$ cat src/rtl/pol_pkg.sv
// Shared types and constants for the pooling/activation stage.
// Optional leaky activation is selected by POL_LEAKY_EN.
package pol_pkg;

    typedef enum logic [1:0] {
        IDLE,
        ACC,
        OUT
    } pol_state_e;

    localparam logic POL_MAX = 1'b0;
    localparam logic POL_AVG = 1'b1;

    localparam int MODE_BIT = 2;
    localparam int WIN_LSB  = 0;
    localparam int WIN_MSB  = 1;
    localparam int WIN_BITS = WIN_MSB - WIN_LSB + 1;

    localparam int LEAKY_SHIFT = 3;

    // Window exponent limited to what the accumulator was sized for.
    function automatic logic [WIN_BITS-1:0] win_clamp(input logic [WIN_BITS-1:0] s,
                                                      input int unsigned wmax);
        logic [WIN_BITS-1:0] r;
        r = s;
        if (int'(s) > int'(wmax))
            r = wmax[WIN_BITS-1:0];
        return r;
    endfunction

endpackage

$ cat src/rtl/pol_lane.sv
// One lane: max/sum accumulator, pooling result and (leaky, if POL_LEAKY_EN) ReLU.
// Sequencing comes from pol_unit; the lane only reacts to take/first/done.
module pol_lane
    import pol_pkg::*;
#(
    parameter int DW        = 16,
    parameter int WMAX_LOG2 = 3
) (
    input  logic                clk,
    input  logic                rst,
    input  logic                take_i,
    input  logic                first_i,
    input  logic                done_i,
    input  logic                avg_i,
    input  logic [WIN_BITS-1:0] shift_i,
    input  logic                act_i,
    input  logic [DW-1:0]       q_i,
    output logic [DW-1:0]       y_o
);

    localparam int SW = DW + WMAX_LOG2;

    logic signed [SW-1:0] sx;
    logic signed [SW-1:0] acc_q, acc_d;
    logic signed [DW-1:0] pooled;
    logic signed [DW-1:0] act;
    logic        [DW-1:0] y_q;

    assign sx = {{WMAX_LOG2{q_i[DW-1]}}, q_i};

    always_comb begin
        acc_d = acc_q;
        if (first_i)
            acc_d = sx;
        else if (avg_i)
            acc_d = acc_q + sx;
        else if (sx > acc_q)
            acc_d = sx;

        // Shifted sum is guaranteed to fit DW, so the truncation is exact.
        pooled = avg_i ? DW'(acc_d >>> shift_i) : DW'(acc_d);

        act = pooled;
        if (act_i && pooled[DW-1]) begin
`ifdef POL_LEAKY_EN
            act = pooled >>> LEAKY_SHIFT;
`else
            act = '0;
`endif
        end
    end

    always_ff @(posedge clk or posedge rst) begin
        if (rst) begin
            acc_q <= '0;
            y_q   <= '0;
        end else begin
            if (take_i)
                acc_q <= acc_d;
            if (done_i)
                y_q <= act;
        end
    end

    assign y_o = y_q;

endmodule

$ cat src/rtl/pol_unit.sv
// Windowed max/avg pooling with optional ReLU over CH lanes, valid/ready on both sides.
// Define POL_LEAKY_EN to make the activation a leaky ReLU (slope 1/8).
module pol_unit
    import pol_pkg::*;
#(
    parameter int DW        = 16,
    parameter int CH        = 1,
    parameter int WMAX_LOG2 = 3
) (
    input  logic                 clk,
    input  logic                 rst,
    input  logic                 epol,
    input  logic                 eact,
    input  logic [2:0]           pol_s,
    input  logic                 clr,
    input  logic                 in_valid,
    output logic                 in_ready,
    input  logic [CH*DW-1:0]     q,
    output logic                 out_valid,
    input  logic                 out_ready,
    output logic [CH*DW-1:0]     y,
    output logic [WMAX_LOG2:0]   win_cnt
);

    localparam logic [WMAX_LOG2:0] CNT_ONE = (WMAX_LOG2+1)'(1);

    pol_state_e           state_q;
    logic [WMAX_LOG2:0]   win_cnt_q;
    logic                 valid_q;
    logic                 lat_epol_q;
    logic                 lat_eact_q;
    logic [2:0]           lat_pols_q;

    logic                 first;
    logic                 fire;
    logic                 done;
    logic                 cfg_epol;
    logic                 cfg_eact;
    logic [2:0]           cfg_pols;
    logic [WIN_BITS-1:0]  cfg_shift;
    logic                 cfg_avg;
    logic [WMAX_LOG2:0]   cfg_w;
    logic [WMAX_LOG2:0]   cnt_d;

    assign in_ready = ~rst & (state_q != OUT);
    assign first    = (state_q == IDLE);
    // clr takes priority over a simultaneous accept: the sample is dropped.
    assign fire     = in_valid & in_ready & ~clr;

    // Live config on the window's first accept, latched config afterwards.
    always_comb begin
        cfg_epol  = first ? epol  : lat_epol_q;
        cfg_eact  = first ? eact  : lat_eact_q;
        cfg_pols  = first ? pol_s : lat_pols_q;
        cfg_shift = cfg_epol ? win_clamp(cfg_pols[WIN_MSB:WIN_LSB], WMAX_LOG2) : '0;
        cfg_avg   = cfg_epol & (cfg_pols[MODE_BIT] == POL_AVG);
        cfg_w     = CNT_ONE << cfg_shift;
        cnt_d     = first ? CNT_ONE : win_cnt_q + CNT_ONE;
        done      = fire & (cnt_d == cfg_w);
    end

    always_ff @(posedge clk or posedge rst) begin
        if (rst) begin
            state_q    <= IDLE;
            win_cnt_q  <= '0;
            valid_q    <= 1'b0;
            lat_epol_q <= 1'b0;
            lat_eact_q <= 1'b0;
            lat_pols_q <= '0;
        end else begin
            unique case (state_q)
                IDLE, ACC: begin
                    if (clr) begin
                        state_q   <= IDLE;
                        win_cnt_q <= '0;
                    end else if (fire) begin
                        lat_epol_q <= cfg_epol;
                        lat_eact_q <= cfg_eact;
                        lat_pols_q <= cfg_pols;
                        win_cnt_q  <= cnt_d;
                        state_q    <= done ? OUT : ACC;
                        valid_q    <= done;
                    end
                end
                OUT: begin
                    if (out_ready) begin
                        state_q   <= IDLE;
                        win_cnt_q <= '0;
                        valid_q   <= 1'b0;
                    end
                end
                default: begin
                    state_q   <= IDLE;
                    win_cnt_q <= '0;
                    valid_q   <= 1'b0;
                end
            endcase
        end
    end

    assign out_valid = valid_q;
    assign win_cnt   = win_cnt_q;

    for (genvar k = 0; k < CH; k++) begin : g_lane
        pol_lane #(
            .DW        (DW),
            .WMAX_LOG2 (WMAX_LOG2)
        ) u_lane (
            .clk     (clk),
            .rst     (rst),
            .take_i  (fire),
            .first_i (first),
            .done_i  (done),
            .avg_i   (cfg_avg),
            .shift_i (cfg_shift),
            .act_i   (cfg_eact),
            .q_i     (q[k*DW +: DW]),
            .y_o     (y[k*DW +: DW])
        );
    end

endmodule

$ cat config.mk
export PLATFORM = sky130hd
export DESIGN_NAME = pol_unit
export DESIGN_NICKNAME = d
export VERILOG_FILES = /design/src/rtl/pol_pkg.sv /design/src/rtl/pol_lane.sv /design/src/rtl/pol_unit.sv
export SDC_FILE = /design/constraint.sdc
export NUM_CORES = 1
export LEC_CHECK = 0
export CAP_MARGIN = 20
export CELL_PAD_IN_SITES_DETAIL_PLACEMENT = 0
export CELL_PAD_IN_SITES_GLOBAL_PLACEMENT = 1
export CORE_AREA = 2 2 115 117
export DETAILED_ROUTE_END_ITERATION = 16
export DIE_AREA = 0 0 117 119
export PLACE_DENSITY_LB_ADDON = 0.1
export SYNTH_ARGS = -nofsm -noshare
export SYNTH_HDL_FRONTEND = slang
export SYNTH_SLANG_ARGS = --single-unit
$ cat constraint.sdc
create_clock -name clk -period 6 [get_ports clk]
set_clock_uncertainty 0.1 [all_clocks]
set_input_delay 0.9 -clock clk [delete_from_list [all_inputs] [get_ports clk]]
set_output_delay 0.9 -clock clk [all_outputs]
set_load 0.02 [all_outputs]
* Word level (Yosys, flattened, before mapping)
Cells that the tools add are included.
Word-level totals: bits in registers 47
Operators by class: add/sub/neg operators 2, order comparisons 1, equal/unequal tests 8, shifts and indexed selects 2, mux-type cells 23, bitwise logic cells 7, reductions and logical operators 6
Operators by type and width (number):
- two-way mux 19 bit | 3
- two-way mux 16 bit | 2
- adder 19 x 16 -> 19 bit | 1
- greater-than comparator 16 x 19 -> 1 bit | 1
- >>> shifter 19 x 2 -> 16 bit | 1
- two-way mux 4 bit | 4
- two-way mux 2 bit | 5
- != test 2 bit (second input constant) | 4
- case mux 4 bit (2 select lines) | 1
- AND reduction 3 bit | 2
- bitwise AND 1 bit | 5
- two-way mux 1 bit | 5
- adder 4 x 1 -> 4 bit (second input constant) | 1
- equality test 4 bit | 1
- case mux 2 bit (2 select lines) | 1
- left shift 1 x 2 -> 4 bit (first input constant) | 1
- two-way mux 3 bit | 1
- != test 3 bit (second input constant) | 1
- equality test 2 x 1 -> 1 bit (second input constant) | 1
- equality test 2 bit (second input constant) | 1
- zero test 2 bit | 1
- NOT 1 bit | 2
- case mux 1 bit (2 select lines) | 1
- AND reduction 2 bit | 1
- other kinds (2) | 2

* Longest topological paths before layout
Gate-level depths: netlist of the first run.
word-level depth 10, mapped depth 14, gate-level depth less buffers 12

* Hierarchy
From an unflattened synthesis of the first run, not the netlist that was laid out.
Second synthesis, totals: cell total of the unflattened synthesis 604, area total of the unflattened synthesis 4923.5 um^2
Modules (own cells, without submodules):
- pol_lane | times used 1, cells an instance 521, area each 4111.4 um^2, seq. area each 875.8 um^2
- pol_unit | times used 1, cells an instance 83, area each 812.0 um^2, seq. area each 300.3 um^2

* Least setup slack after synthesis of the first run
OpenSTA, ideal clock, no wires.
path kind input to register, start point input q[0], end point register g_lane[0].u_lane.y_q[4], setup time 0.077 ns, data arrival time 3.599 ns, data required time 5.823 ns, setup slack 2.224 ns, cell stages on the path 13, buffers on the path 1, cell sequence ha_1 -> fa_1 -> nor2b_1 -> o311ai_2 -> a311oi_1 -> o21a_1 -> o21ai_0 -> mux2i_1 -> or3_1 -> a31o_1 -> a41o_1 -> buf_6 -> o21ai_1
Between the ends: word-level cells in the longest chain between the ends 8, elaborated cells on any way between the ends 9
Ends and longest elaborated chain:
- start: declaration | line pol_unit.sv:18 | input logic [CH*DW-1:0] q,
- greater-than comparator 16 x 19 -> 1 bit | line pol_lane.sv:37 | else if (sx > acc_q)
- two-way mux 19 bit | line pol_lane.sv:37
- two-way mux 19 bit | line pol_lane.sv:35 | else if (avg_i)
- two-way mux 19 bit (*) | line pol_lane.sv:33 | if (first_i)
- >>> shifter 19 x 2 -> 16 bit | line pol_lane.sv:41 | pooled = avg_i ? DW'(acc_d >>> shift_i) : DW'(acc_d);
- two-way mux 16 bit (*) | line pol_lane.sv:41
- logical AND 1 bit | line pol_lane.sv:44 | if (act_i && pooled[DW-1]) begin
- two-way mux 16 bit (*) | line pol_lane.sv:44
- end signal: assignment | line pol_lane.sv:61 | y_q <= act;
- end: declaration | line pol_lane.sv:27 | logic [DW-1:0] y_q;
Every way passes the cells marked *; elsewhere a longest branch is shown, timed or not. A chain may end at the register's enable or synchronous reset.

* Worst setup path after layout of the first run
start point input q[15], end point register g_lane[0].u_lane.y_q[5]
The elaborated chain is that of the path after synthesis.

==> results.txt, run 1 <==
- Data on the critical path arrives at its endpoint at approximately 5.0 ns.
- Post-CTS sizing: 0
* Layout-stage area growth over the synthesis result: 17.4%
- Summing all multi-input logic gate instances after layout gives between 2000 and 3000 sq um.
- The min-delay analysis places its worst path in the category flip-flop to flip-flop.
- Post-CTS repair timing setup buffer count: 0
- In the final design database the tool counted 640 nets.
- Static timing analysis puts the maximum clock frequency at 203 MHz.
- During synthesis, Yosys emitted a total of 0 warnings.
* Wire length of the first global-routing pass: around 22000 microns
- The number of antenna violations at the first check in global routing came to 0.
- Clock transition at the registers of the reported paths: about 0.070 ns
- Transition time at the pin with the least slew margin: 0.846 ns
- After detailed routing, the average wire length per cell comes to 17.7 microns.
- In this run the vertical extent of the chip is around 120 microns.
- Proportion of layout cells with a drive suffix above 1: approximately 7.6%
- The sequential cells in the finished layout cover a total of approximately 1200 sq um.
* Fillers: roughly 1300
- The number of hold violations in the final report was 0.
- The critical path is of the input pin to flip-flop type.
- Leading register cell type out of synthesis: sky130_fd_sc_hd__dfrtp_1
- Synthesis instantiated 69 different standard cells from the library.
- Final estimated routing congestion in global placement: around 0.86
* HPWL after detailed placement: around 10000 microns
- In this run the cell area of the synthesized design comes to about 4400 sq um.
- In this run the horizontal extent of the chip is ~120 microns.
- Mean instance size in the synthesized netlist: ~8.0 sq um
* Post-layout utilization of the core: roughly two fifths
* DR vias: just over 4000
- For this design the static power due to leakage is approximately 2.2 nW.
* Async SR Flop Fraction: 100%
- Sorting the synthesized cells by area gives the leading types as sky130_fd_sc_hd__dfrtp_1 27%, sky130_fd_sc_hd__ha_1 11%, sky130_fd_sc_hd__nand2_1 6.8%, sky130_fd_sc_hd__o21ai_0 4.2%, sky130_fd_sc_hd__nor2_1 3.4%.
- For this design, the sink count on the clock tree is 47.
- In the layout the commonest cells are 79 x sky130_fd_sc_hd__nand2_1, 47 x sky130_fd_sc_hd__dfrtp_1, 47 x sky130_fd_sc_hd__clkdlybuf4s50_1.
- The via count of the first global-routing pass came to slightly above 4000.
* Nets in the synthesized netlist: roughly 610
- Global routing consumed, over all layers together, around a fifth of the routing resources.
- Entering global routing, the biggest net connects 48 pins.
- In this run the core area contains between 40 and 50 standard-cell rows.
* Critical path launch point type: input pin
- Slew headroom: roughly 43%
* Maximum Capacitance Violations: 0
- Clock tree from TritonCTS: done
* CTS root buf: sky130_fd_sc_hd__clkbuf_16
* Setup TNS: 0 ns
* Antenna cell count: 0
* Number of enable-type register cells in the synthesized netlist: 0
- The library cell used most frequently in the layout, excluding fill and tap cells, is sky130_fd_sc_hd__nand2_1.
- The number of max-slew violations in the final report came to 0.
* Instance count of the mapped netlist: around 540
- At the later pin of the worst-skew pair, clock insertion delay measures 0.29 ns.
- Once the floorplan was initialized, standard cells occupied about a third of the core.
- Before antenna repair, the detailed router went through 7 iterations.
- In this run the worst path has a maximum fanout of 15.
- The synthesized design spends more area on one cell type than any other, namely sky130_fd_sc_hd__dfrtp_1.
- Maximum vdd drop: approximately 110 uV
- Buffers added on ports: 47
- Time the worst path needs with I/O delays and setup: between 4 and 5 ns
- Number of DRC violations after detailed-routing iteration 0: ~320
- Share of the cycle needed by the critical path after routing: 82.0%
* Drt drc: 0
* Status: finished, final reports clean
* Core area: between 10000 and 15000 sq um
- Clock tree synthesis inserted a total of 5 buffers.
- STA classifies the critical path endpoint as a flip-flop.
* Portion of synthesized cell area occupied by the leading cell type: between 20% and 30%
- Pwr/cell area: between 300 and 400 nW/um^2
- Endpoint required time on the critical path: roughly 6 ns
- After synthesis, flip-flops and latches occupy 26.9% of the total area.
* Number of buffers between clock root and the deepest sink: 2
- Aggregate global routing overflow: 0
- # H-tree levels: 2
- Total wire length after detailed routing: 13300 microns
- Count of state elements after synthesis: 47
- Unrepaired setup endpoints after global routing: false
- Number of nets with antenna violations after routing: 0
- Buffers inserted to repair hold after CTS numbered 0.
- The die covers between 10000 and 15000 sq um.
- Vias/cell: between 5 and 6
- Setup violations remaining at the end of the flow were counted as 0.
- I/O pin count: 48
==> registers in the layout (all words and copies together) (netlist names) <==
name and cells:
g_lane.u_lane.acc_q 19, out_valid 1, state_q 2, lat_pols_q 3
g_lane.u_lane.y_o 16, win_cnt 4, lat_epol_q 1, lat_eact_q 1
==> kinds of logic after synthesis <==
| logic type | count (synthesis) | synth area share (%) |
|---|---|---|
| compound gates | 175 | 28.5 |
| xor+xnor | 16 | 3.21 |
| fa+ha+maj | 39 | 11.3 |
| buf+inv | 59 | 5.82 |
| flops | 47 | 26.9 |
| mux | 9 | 2.23 |
| simple gates | 198 | 21.9 |
==> cell usage after synthesis (all sizes together) (3+ instances only) <==
master,instances
xor2,6
mux2,6
o31ai,5
o211ai,3
and3,4
a221o,4
a31oi,9
nor3,8
nor2b,11
ha,38
o21bai,3
o31a,3
xnor2,10
nand3,17
a222oi,7
a211oi,7
dfrtp,47
buf,14
or2,6
nor2,40
o22ai,14
nand2b,7
and2,4
inv,32
o221ai,5
nand2,79
a22o,3
clkbuf,13
a21oi,27
nor4,6
mux2i,3
or3,5
o21ai,48
a221oi,9
o221a,3
o21a,5
nand4,4
==> worst max-delay path: stages <==
cell and delay [ns]:
sky130_fd_sc_hd__clkdlybuf4s50_1 0.72, sky130_fd_sc_hd__ha_1 0.70, sky130_fd_sc_hd__nand4_4 0.16, sky130_fd_sc_hd__nor4_4 0.36, sky130_fd_sc_hd__a2bb2oi_2 0.18, sky130_fd_sc_hd__a211oi_4 0.36, sky130_fd_sc_hd__nor3_1 0.08, sky130_fd_sc_hd__buf_4 0.21
sky130_fd_sc_hd__a222oi_1 0.70, sky130_fd_sc_hd__o22ai_1 0.19, sky130_fd_sc_hd__a211oi_1 0.30, sky130_fd_sc_hd__o21ai_1 0.11
==> through the flow <==
stage / area (sq um) / hold WS, ns / setup WS (ns) / power [W] / instances
2_1_floorplan: 4370 / 0.379 / 2.22 / 0.000992 / 543
3_5_place_dp: 4950 / 0.369 / 0.767 / 0.00124 / 743
3_3_place_gp: 4950 / 0.372 / 0.775 / 0.00124 / 743
4_1_cts: 5120 / 0.385 / 1.07 / 0.00157 / 751
5_1_grt: 5130 / 0.409 / 0.748 / 0.00168 / 752
6_report: 5130 / 0.381 / 1.08 / 0.00156 / 752
==> final timing paths <==
kind,from,end,slack [ns],depth (start not counted)
worst max-delay path,q[15],g_lane[0].u_lane.y_o[5],1.08,12
worst min register to register,g_lane[0].u_lane.y_o[8],g_lane[0].u_lane.y_o[8],0.38,2
max in group asynchronous,rst,g_lane[0].u_lane.acc_q[13],4.32,3
worst min-delay path,g_lane[0].u_lane.y_o[8],g_lane[0].u_lane.y_o[8],0.38,2
min in group asynchronous,rst,win_cnt[3],1.07,3
worst max register to register,g_lane[0].u_lane.acc_q[0],g_lane[0].u_lane.y_o[12],1.98,12
==> cell type report <==
cell class                 instances  area share, %
clock buffer                       5           2.44
clock inverter                     3          0.854
sequential                        47           22.9
inverter                          32           2.34
timing repair buffer              52           9.86
multi-input combinational        437           57.3
tap                              176           4.29
==> power breakdown <==
part	switching (W)	leakage (nW)	internal, W
Sequential	0.0000710	0.598	0.000394
Combinational	0.000448	1.49	0.000323
Clock	0.000129	0.0838	0.000197
==> routing by layer <==
metal / part of all wire [%] / up-vias / track usage (%)
met4: 1.8 / 0 / 5.44
met1: 46 / 1977 / 26.4
met2: 48 / 95 / 33.2
li1: - / 2058 / -
met5: 0 / - / 0
met3: 3.6 / 20 / 3.05
Power figures use the tool's default switching activity.
==> run 2, diff against run 1 <==
==> constraint.sdc (replaced) <==
create_clock -name clk -period 5.1 [get_ports clk]
set_clock_uncertainty 0.1 [all_clocks]
set_input_delay 0.765 -clock clk [delete_from_list [all_inputs] [get_ports clk]]
set_output_delay 0.765 -clock clk [all_outputs]
set_load 0.02 [all_outputs]
==> run 2 against run 1 <==
Compared with the run above:
- clock-buffer cell count unchanged
- sequential share of layout area decreased by 0.14 points
- sequential power up 17%
- setup slack worse by 0.53 ns
- register-to-register slack got worse by 0.90 ns
- global-route usage grew 0.12 points
- critical path type unchanged
==> results.txt, run 2 (synthesis results as in run 1) <==
* Status: finished, final reports clean
- Top library cells by usage in the layout, fill and taps aside: 79 x sky130_fd_sc_hd__nand2_1, 47 x sky130_fd_sc_hd__dfrtp_1, 47 x sky130_fd_sc_hd__clkdlybuf4s50_1
- Length of the first detailed-routing pass in iterations: 8 (+1)
- Pre-CTS worst setup slack: 0.176 ns (-0.590 ns)
* Crit path arrival time: 4.61 ns (-0.36 ns)
- Transition time at the pin with the least slew margin: 1.03 ns (+0.182 ns)
- Proportion of layout cells with a drive suffix above 1: 8.28% (+0.64 points)
- The logic gate share of total power is 49.5% (+0.2 points).
- The post-route setup TNS came to 0 ns (unchanged).
- The wire length per cell is 17.9 microns (+0.96%).
- Critical path launch point type: input pin
- Final estimated routing congestion in global placement: 0.833 (-3.6%)
* Combined flip-flop and latch cell area: 1180 sq um (unchanged)
* Tightest hold margin: 0.382 ns (+0.000992 ns)
* Cell count of the worst reg-to-reg path: 12 (unchanged)
* Met3 routing resource usage after global routing: 2.90% (-0.15 points)
- # H-tree levels: 2 (unchanged)
* Number of cells on the worst hold path: 2 (unchanged)
* Total wire length after detailed routing: 13500 microns (+1.5%)
* CP Capture Type: flip-flop
- Pwr/cell area: 358 nW/um^2 (+17%)
- Clock network fraction of total power: 20.9% (about the same)
- Worst stage delay on the critical path: 0.78 ns (+0.06 ns)
* Y dimension of the die: 119 microns (unchanged)
* Instance area at placement: 4990 sq um (+0.76%)
- The setup-violating endpoint count in the final report is 0 (unchanged).
- Final instance area: 5160 sq um (+0.63%)
* Antenna cell count: 0 (unchanged)
* Setup Crit Path Kind: input pin to flip-flop
* Unrepaired setup endpoints after global routing: false
- Count of final hold-check violations: 0 (unchanged)
* Multi-input gate area in the final layout: 2940 sq um (unchanged)
* Core area: 12900 sq um (unchanged)
- Area of the die: 13900 sq um (unchanged)
* Cell repeated most along the worst path: sky130_fd_sc_hd__buf_4
- Total count of max-transition violations in the final report: 0 (unchanged)
- Fillers: 1318 (+0.076%)
* Grt peak-use layer: met2
* Flip-flop count of the largest register, all copies and words added: 19 (unchanged)
- Number of buffers between clock root and the deepest sink: 2 (unchanged)
- Vias in the first global route: 4039 (-1.1%)
* CTS root buf: sky130_fd_sc_hd__clkbuf_16
* Clock Sinks: 47 (unchanged)
- The startpoint identified for the worst register-to-register timing path is g_lane[0].u_lane.acc_q[2].
- The starting utilization of the core area is 33.9% (unchanged).
- Clock transition at the registers of the reported paths: 0.07 ns (about the same)
* Post-CTS sizing: 0 (unchanged)
- Register-to-register path setup slack: 1.08 ns (-0.90 ns)
- Post-CTS repair timing setup buffer count: 0 (unchanged)
- Critical-path top delay cell: sky130_fd_sc_hd__a222oi_1
* Die X: 117 microns (unchanged)
* GR Util All Layers: 20.0% (+0.12 points)
- The first-pass GRT wire length was 21600 microns (-0.82%).
- CTS hold repair buffers: 0 (unchanged)
- Counting I/O delays and the setup requirement, the final critical path takes between 4 and 5 ns.
* Maximum vdd drop: 145 uV (+29%)
* Antenna violations before repair: 0 (unchanged)
* Kind of cell adding the most delay to the critical path: compound AO/OA/AOI/OAI gates
- The standby leakage power is 2.20 nW (+0.97%).
- In this run the critical register-to-register path is captured at g_lane[0].u_lane.y_o[5].
- Compared with the post-synthesis result, the final layout area differs by 18.2%.
- The remaining routing DRC violations was 0 (unchanged).
- The worst-skew pair later-pin latency is 0.30 ns (about the same).
* Aggregate global routing overflow: 0 (unchanged)
* Critical path buffer and inverter count: 3 (+1)
- Clock tree from TritonCTS: done
- Share of the cycle needed by the critical path after routing: slightly below 90%
- Number of DRC violations after detailed-routing iteration 0: 295 (-7.2%)
* Cell Int Power: 0.00108 W (+18%)
- Static timing analysis puts the maximum clock frequency at roughly 220 MHz.
* Reg with most FFs: g_lane.u_lane.acc_q
- The standard-cell row count came to 42 (unchanged).
* Critical Path, Cell by Cell: clkdlybuf4s50_1 > buf_4 > ha_1 > nand4_4 > nor4_4 > a2bb2oi_2 > a211oi_4 > nor3_1 > buf_4 > a222oi_1 > o22ai_1 > a211oi_1 > o21ai_1
- Leaving out fill and tap cells, the most frequent cell in the layout is sky130_fd_sc_hd__nand2_1.
- Largest net degree at the start of global routing: 48 (unchanged)
* HPWL after detailed placement: 10400 microns (+1.7%)
- Vias/cell: 5.54 (+0.48%)
- The worst hold path terminates at g_lane[0].u_lane.y_o[1].
* Post-layout utilization of the core: 40.1% (+0.25 points)
- Levels on crit path: 13 (+1)
* Slew headroom: 30.7% (-13 points)
* DR vias: 4192 (+1.0%)
* Layout net count: 644 (+0.63%)
- Met2 routing resource usage after global routing: 32.9% (-0.33 points)
* Maximum Capacitance Violations: 0 (unchanged)
- The total clock buffers created by CTS was 5 (unchanged).
- Final WS setup: 0.546 ns (-0.533 ns)
- Switching power summed over all nets: 0.000765 W (+18%)
- The worst hold path belongs to the class flip-flop to flip-flop.
* Switching share of total power: 41.4% (-0.076 points)
* Beginning of the worst hold path: g_lane[0].u_lane.y_o[1]
* I/O pin count: 48 (unchanged)
* Proportion of power drawn by flip-flops and latches: 29.6% (-0.2 points)
- Number of nets with antenna violations after routing: 0 (unchanged)
- The number of port buffers was 47 (unchanged).
* Global routing usage on met1: 26.8% (+0.40 points)
- Maximum fanout count along the critical path: 11 (-4)
- Endpoint required time on the critical path: 5.16 ns (-0.89 ns)
run 2: cell types whose count changed in the layout (fill, tap and decap cells not counted):
| cell | previous run | this run |
|---|---|---|
| sky130_fd_sc_hd__buf_2 | 1 | 0 |
| sky130_fd_sc_hd__buf_4 | 4 | 9 |
run 2: how the worst max path moves through the flow:
stage,start,to,slack [ns]
floorplan,q[0],g_lane[0].u_lane.y_o[4],1.46
global placement,q[15],g_lane[0].u_lane.y_o[4],0.23
detailed placement,q[15],g_lane[0].u_lane.y_o[5],0.18
CTS,q[15],g_lane[0].u_lane.y_o[5],0.49
global route,q[15],g_lane[0].u_lane.y_o[4],0.24
finish,q[15],g_lane[0].u_lane.y_o[5],0.55
run 2: cell type report:
type                    count  area share [%]
clock buffers               5            2.42
multi-input cells         437            56.9
well taps                 176            4.27
inverters                  32            2.33
clock inverters             3           0.849
repair buffers             56            10.4
flip-flops and latches     47            22.8
run 2: worst min-delay path, delay by kind of cell (launching register included):
family	cells	cell delay, ns
AND/OR/NAND/NOR	1	0.05
AO/OA/AOI/OAI	1	0.06
flip-flops	1	0.34
run 2: through the flow:
step,power [W],std cells
after floorplan,0.00117,543
after detailed placement,0.00147,748
after CTS,0.00186,756
after global placement,0.00146,748
after global routing,0.00198,756
final,0.00185,756
run 2: power by group through the flow:
stage	sequential (W)	combinational (W)	clock, W
CTS	0.000548	0.000918	0.000392
detailed placement	0.000556	0.000915	0
global placement	0.000553	0.000909	0
global route	0.000558	0.00101	0.000408
finish	0.000546	0.000915	0.000386
floorplan	0.000584	0.000583	0
run 2: routing by layer:
metal  routed length [microns]  up-vias  part of all wire (%)
met4                       291        0                   2.2
met2                      6470       96                    48
li1                          -     2077                     -
met1                      6290     1997                    47
met5                         0        -                     0
met3                       478       22                   3.5
==> run 3, diff against run 2 <==
--- a/config.mk
+++ b/config.mk
@@ -11,6 +11,7 @@
 export CORE_AREA = 2 2 115 117
 export DETAILED_ROUTE_END_ITERATION = 16
 export DIE_AREA = 0 0 117 119
+export GPL_TIMING_DRIVEN = 0
 export PLACE_DENSITY_LB_ADDON = 0.1
 export SYNTH_ARGS = -nofsm -noshare
 export SYNTH_HDL_FRONTEND = slang
==> run 3 against run 2 <==
Compared with the run above:
- first-iteration DRC count grew 2.7%
- maximum frequency shrank 4.0%
- register-to-register slack got worse by 0.17 ns
- clock-buffer cell count is the same
- hold slack better by 0.0012 ns
- sequential power about the same
- critical path type unchanged
- highest routed layer unchanged
==> results.txt, run 3 (synthesis results as in run 1) <==
- Status: finished, final reports clean
- The number of port buffers came to 47 (unchanged).
* # H-tree levels: 2 (unchanged)
* Met2 routing resource usage after global routing: 32.7% (-0.18 points)
* Number of cells on the worst hold path: 2 (unchanged)
* Slew headroom: 36.2% (+5.5 points)
* Grt peak-use layer: met2
- The number of sinks handled by clock tree synthesis is 47 (unchanged).
- Number of DRC violations after detailed-routing iteration 0: 303 (+2.7%)
* Y dimension of the die: 119 microns (unchanged)
- Most frequent standard cell in the layout excluding fill and tap cells: sky130_fd_sc_hd__nand2_1
- Peak Freq: 211 MHz (-4.0%)
- The wire length per cell was 17.8 microns (-0.36%).
- Vias in the first global route: 4130 (+2.3%)
- HPWL after detailed placement: 10900 microns (+4.8%)
* Crit path arrival time: 4.87 ns (+0.26 ns)
* Antenna cell count: 0 (unchanged)
- Cell count of the worst reg-to-reg path: 13 (+1)
- The worst setup path is captured at a flip-flop.
* Total wire length after detailed routing: 13800 microns (+2.3%)
- The I/O pin total is 48 (unchanged).
- Number of nets with antenna violations after routing: 0 (unchanged)
- Post-CTS repair timing setup buffer count: 0 (unchanged)
* GR Util All Layers: 20.5% (+0.56 points)
- Fillers: 1353 (+2.7%)
- Clock tree from TritonCTS: done
- Total count of max-transition violations in the final report: 0 (unchanged)
- The overall die width was 117 microns (unchanged).
- The worst register-to-register path ends at g_lane[0].u_lane.y_o[5].
* Global routing usage on met1: 29.3% (+2.6 points)
* Leakage power of the design: 2.24 nW (+2.2%)
- The starting utilization of the core area is 33.9% (unchanged).
- Length of the first detailed-routing pass in iterations: 6 (-2)
- The register-to-register setup slack came to 0.91 ns (-0.17 ns).
* Unrepaired setup endpoints after global routing: false
- Worst stage delay on the critical path: 0.81 ns (+0.03 ns)
- The standard cell core area came to 12900 sq um (unchanged).
* Post-CTS sizing: 0 (unchanged)
- The final cycle utilization of the critical path was 93.1% (+3.8 points).
* Wire length of the first global-routing pass: 22200 microns (+2.9%)
- In this run the critical register-to-register path is launched from g_lane[0].u_lane.acc_q[2].
* Clock latency on the worst-skew pair: 0.30 ns (about the same)
- Launch point of the critical path: q[15]
- The count of hold-fix buffers inserted at cts came to 0 (unchanged).
- The transition time at the pin with the least slew margin was 0.952 ns (-0.0766 ns).
- Worst setup path endpoint: g_lane[0].u_lane.y_o[11]
- Row cnt: 42 (unchanged)
* Proportion of layout cells with a drive suffix above 1: 9.17% (+0.89 points)
* Largest net degree at the start of global routing: 40 (-17%)
* Critical-path top delay cell: sky130_fd_sc_hd__a31oi_1
- The worst setup margin was 0.354 ns (-0.192 ns).
- Pre-CTS worst setup slack: 0.0819 ns (-0.0946 ns)
* Time the worst path needs with I/O delays and setup: 4.75 ns (+0.192 ns)
* Reg with most FFs: g_lane.u_lane.acc_q
- Layout-stage area growth over the synthesis result: 20.3%
* Maximum vdd drop: 149 uV (+2.5%)
- Antenna violations before repair: 0 (unchanged)
* DR vias: 4281 (+2.1%)
* Met3 routing resource usage after global routing: 2.54% (-0.36 points)
- The setup-violating endpoint count in the final report is 0 (unchanged).
- Number of buffers between clock root and the deepest sink: 2 (unchanged)
- The post-layout net count was 664 (+3.1%).
- The total power divided by cell area was 353 nW/um^2 (-1.4%).
* Maximum Capacitance Violations: 0 (unchanged)
- Setup TNS: 0 ns (unchanged)
- Critical Path, Cell by Cell: clkdlybuf4s50_1 > ha_1 > buf_2 > nand4_4 > nor4_4 > a2bb2oi_2 > a31oi_1 > nor2_1 > a221oi_1 > o22ai_1 > a221o_1 > o21ai_2
- Endpoint required time on the critical path: 5.22 ns (+0.06 ns)
- In the layout the commonest cells are 79 x sky130_fd_sc_hd__nand2_1, 47 x sky130_fd_sc_hd__dfrtp_1, 47 x sky130_fd_sc_hd__clkdlybuf4s50_1.
* Aggregate global routing overflow: 0 (unchanged)
* Class of the tightest hold or removal check: flip-flop to flip-flop
* Area of the die: 13900 sq um (unchanged)
* Count of final hold-check violations: 0 (unchanged)
- Final estimated routing congestion in global placement: 0.898 (+7.7%)
- The clock transition at the register clock pins on the worst setup and hold paths after CTS came to 0.07 ns (about the same).
* Maximum fanout count along the critical path: 8 (-3)
* Drt drc: 0 (unchanged)
- The total clock buffers created by CTS came to 5 (unchanged).
- The critical path is of the input pin to flip-flop type.
- CTS placed an instance of sky130_fd_sc_hd__clkbuf_16 at the clock tree root.
* Flip-flop count of the largest register, all copies and words added: 19 (unchanged)
- The via density per instance was 5.52 (-0.51%).
- STA classifies the critical path startpoint as an input pin.
run 3: changes by cell type in the layout (fill, tap and decap cells not counted), sizes merged:
cell    before  now
buf          9   16
clkbuf       5   18
run 3: worst min-delay path by stage:
stage,to,start,slack [ns]
after detailed placement,g_lane[0].u_lane.y_o[11],g_lane[0].u_lane.y_o[11],0.37
after floorplan,lat_eact_q,lat_eact_q,0.38
after global placement,g_lane[0].u_lane.y_o[11],g_lane[0].u_lane.y_o[11],0.37
after CTS,g_lane[0].u_lane.y_o[11],g_lane[0].u_lane.y_o[11],0.39
final,g_lane[0].u_lane.y_o[11],g_lane[0].u_lane.y_o[11],0.38
after global routing,g_lane[0].u_lane.y_o[11],g_lane[0].u_lane.y_o[11],0.40
run 3: layer usage:
metal	vias up	wire, microns
li1	2112	-
met2	94	6420
met3	15	533
met4	0	200
met1	2060	6680
met5	-	0
run 3: area by class of cell:
type / count / area, sq um / area share [%]
tap: 176 / 220 / 4.19
timing repair buffer: 49 / 495 / 9.44
sequential: 47 / 1180 / 22.4
buffer: 27 / 134 / 2.55
clock buffer: 5 / 125 / 2.38
multi-input combinational: 437 / 2940 / 55.9
clock inverter: 3 / 43.8 / 0.834
inverter: 32 / 120 / 2.29
run 3: power by group:
group          leakage (nW)  switching (W)  internal, W  total (W)
registers             0.598      0.0000796     0.000464   0.000543
logic                  1.56       0.000540     0.000388   0.000928
clock network        0.0838       0.000150     0.000231   0.000382
total                  2.24       0.000769      0.00108    0.00185
run 3: stage by stage:
step	area (sq um)	utilization, %	total power (W)	hold slack, ns	instances
2_1_floorplan	4370	-	0.00117	0.379	543
3_3_place_gp	5060	39.3	0.00146	0.367	766
3_5_place_dp	5080	39.4	0.00148	0.374	767
4_1_cts	5250	40.7	0.00187	0.389	775
5_1_grt	5250	40.8	0.00199	0.405	776
6_report	5250	40.8	0.00185	0.383	776
run 3: critical path: cells and delay by family:
kind	cells	cell delay, ns
and+or+nand+nor	3	0.65
AOI/OAI and AO/OA	6	2.29
buffers and inverters	2	0.78
adders and majority gates	1	0.37
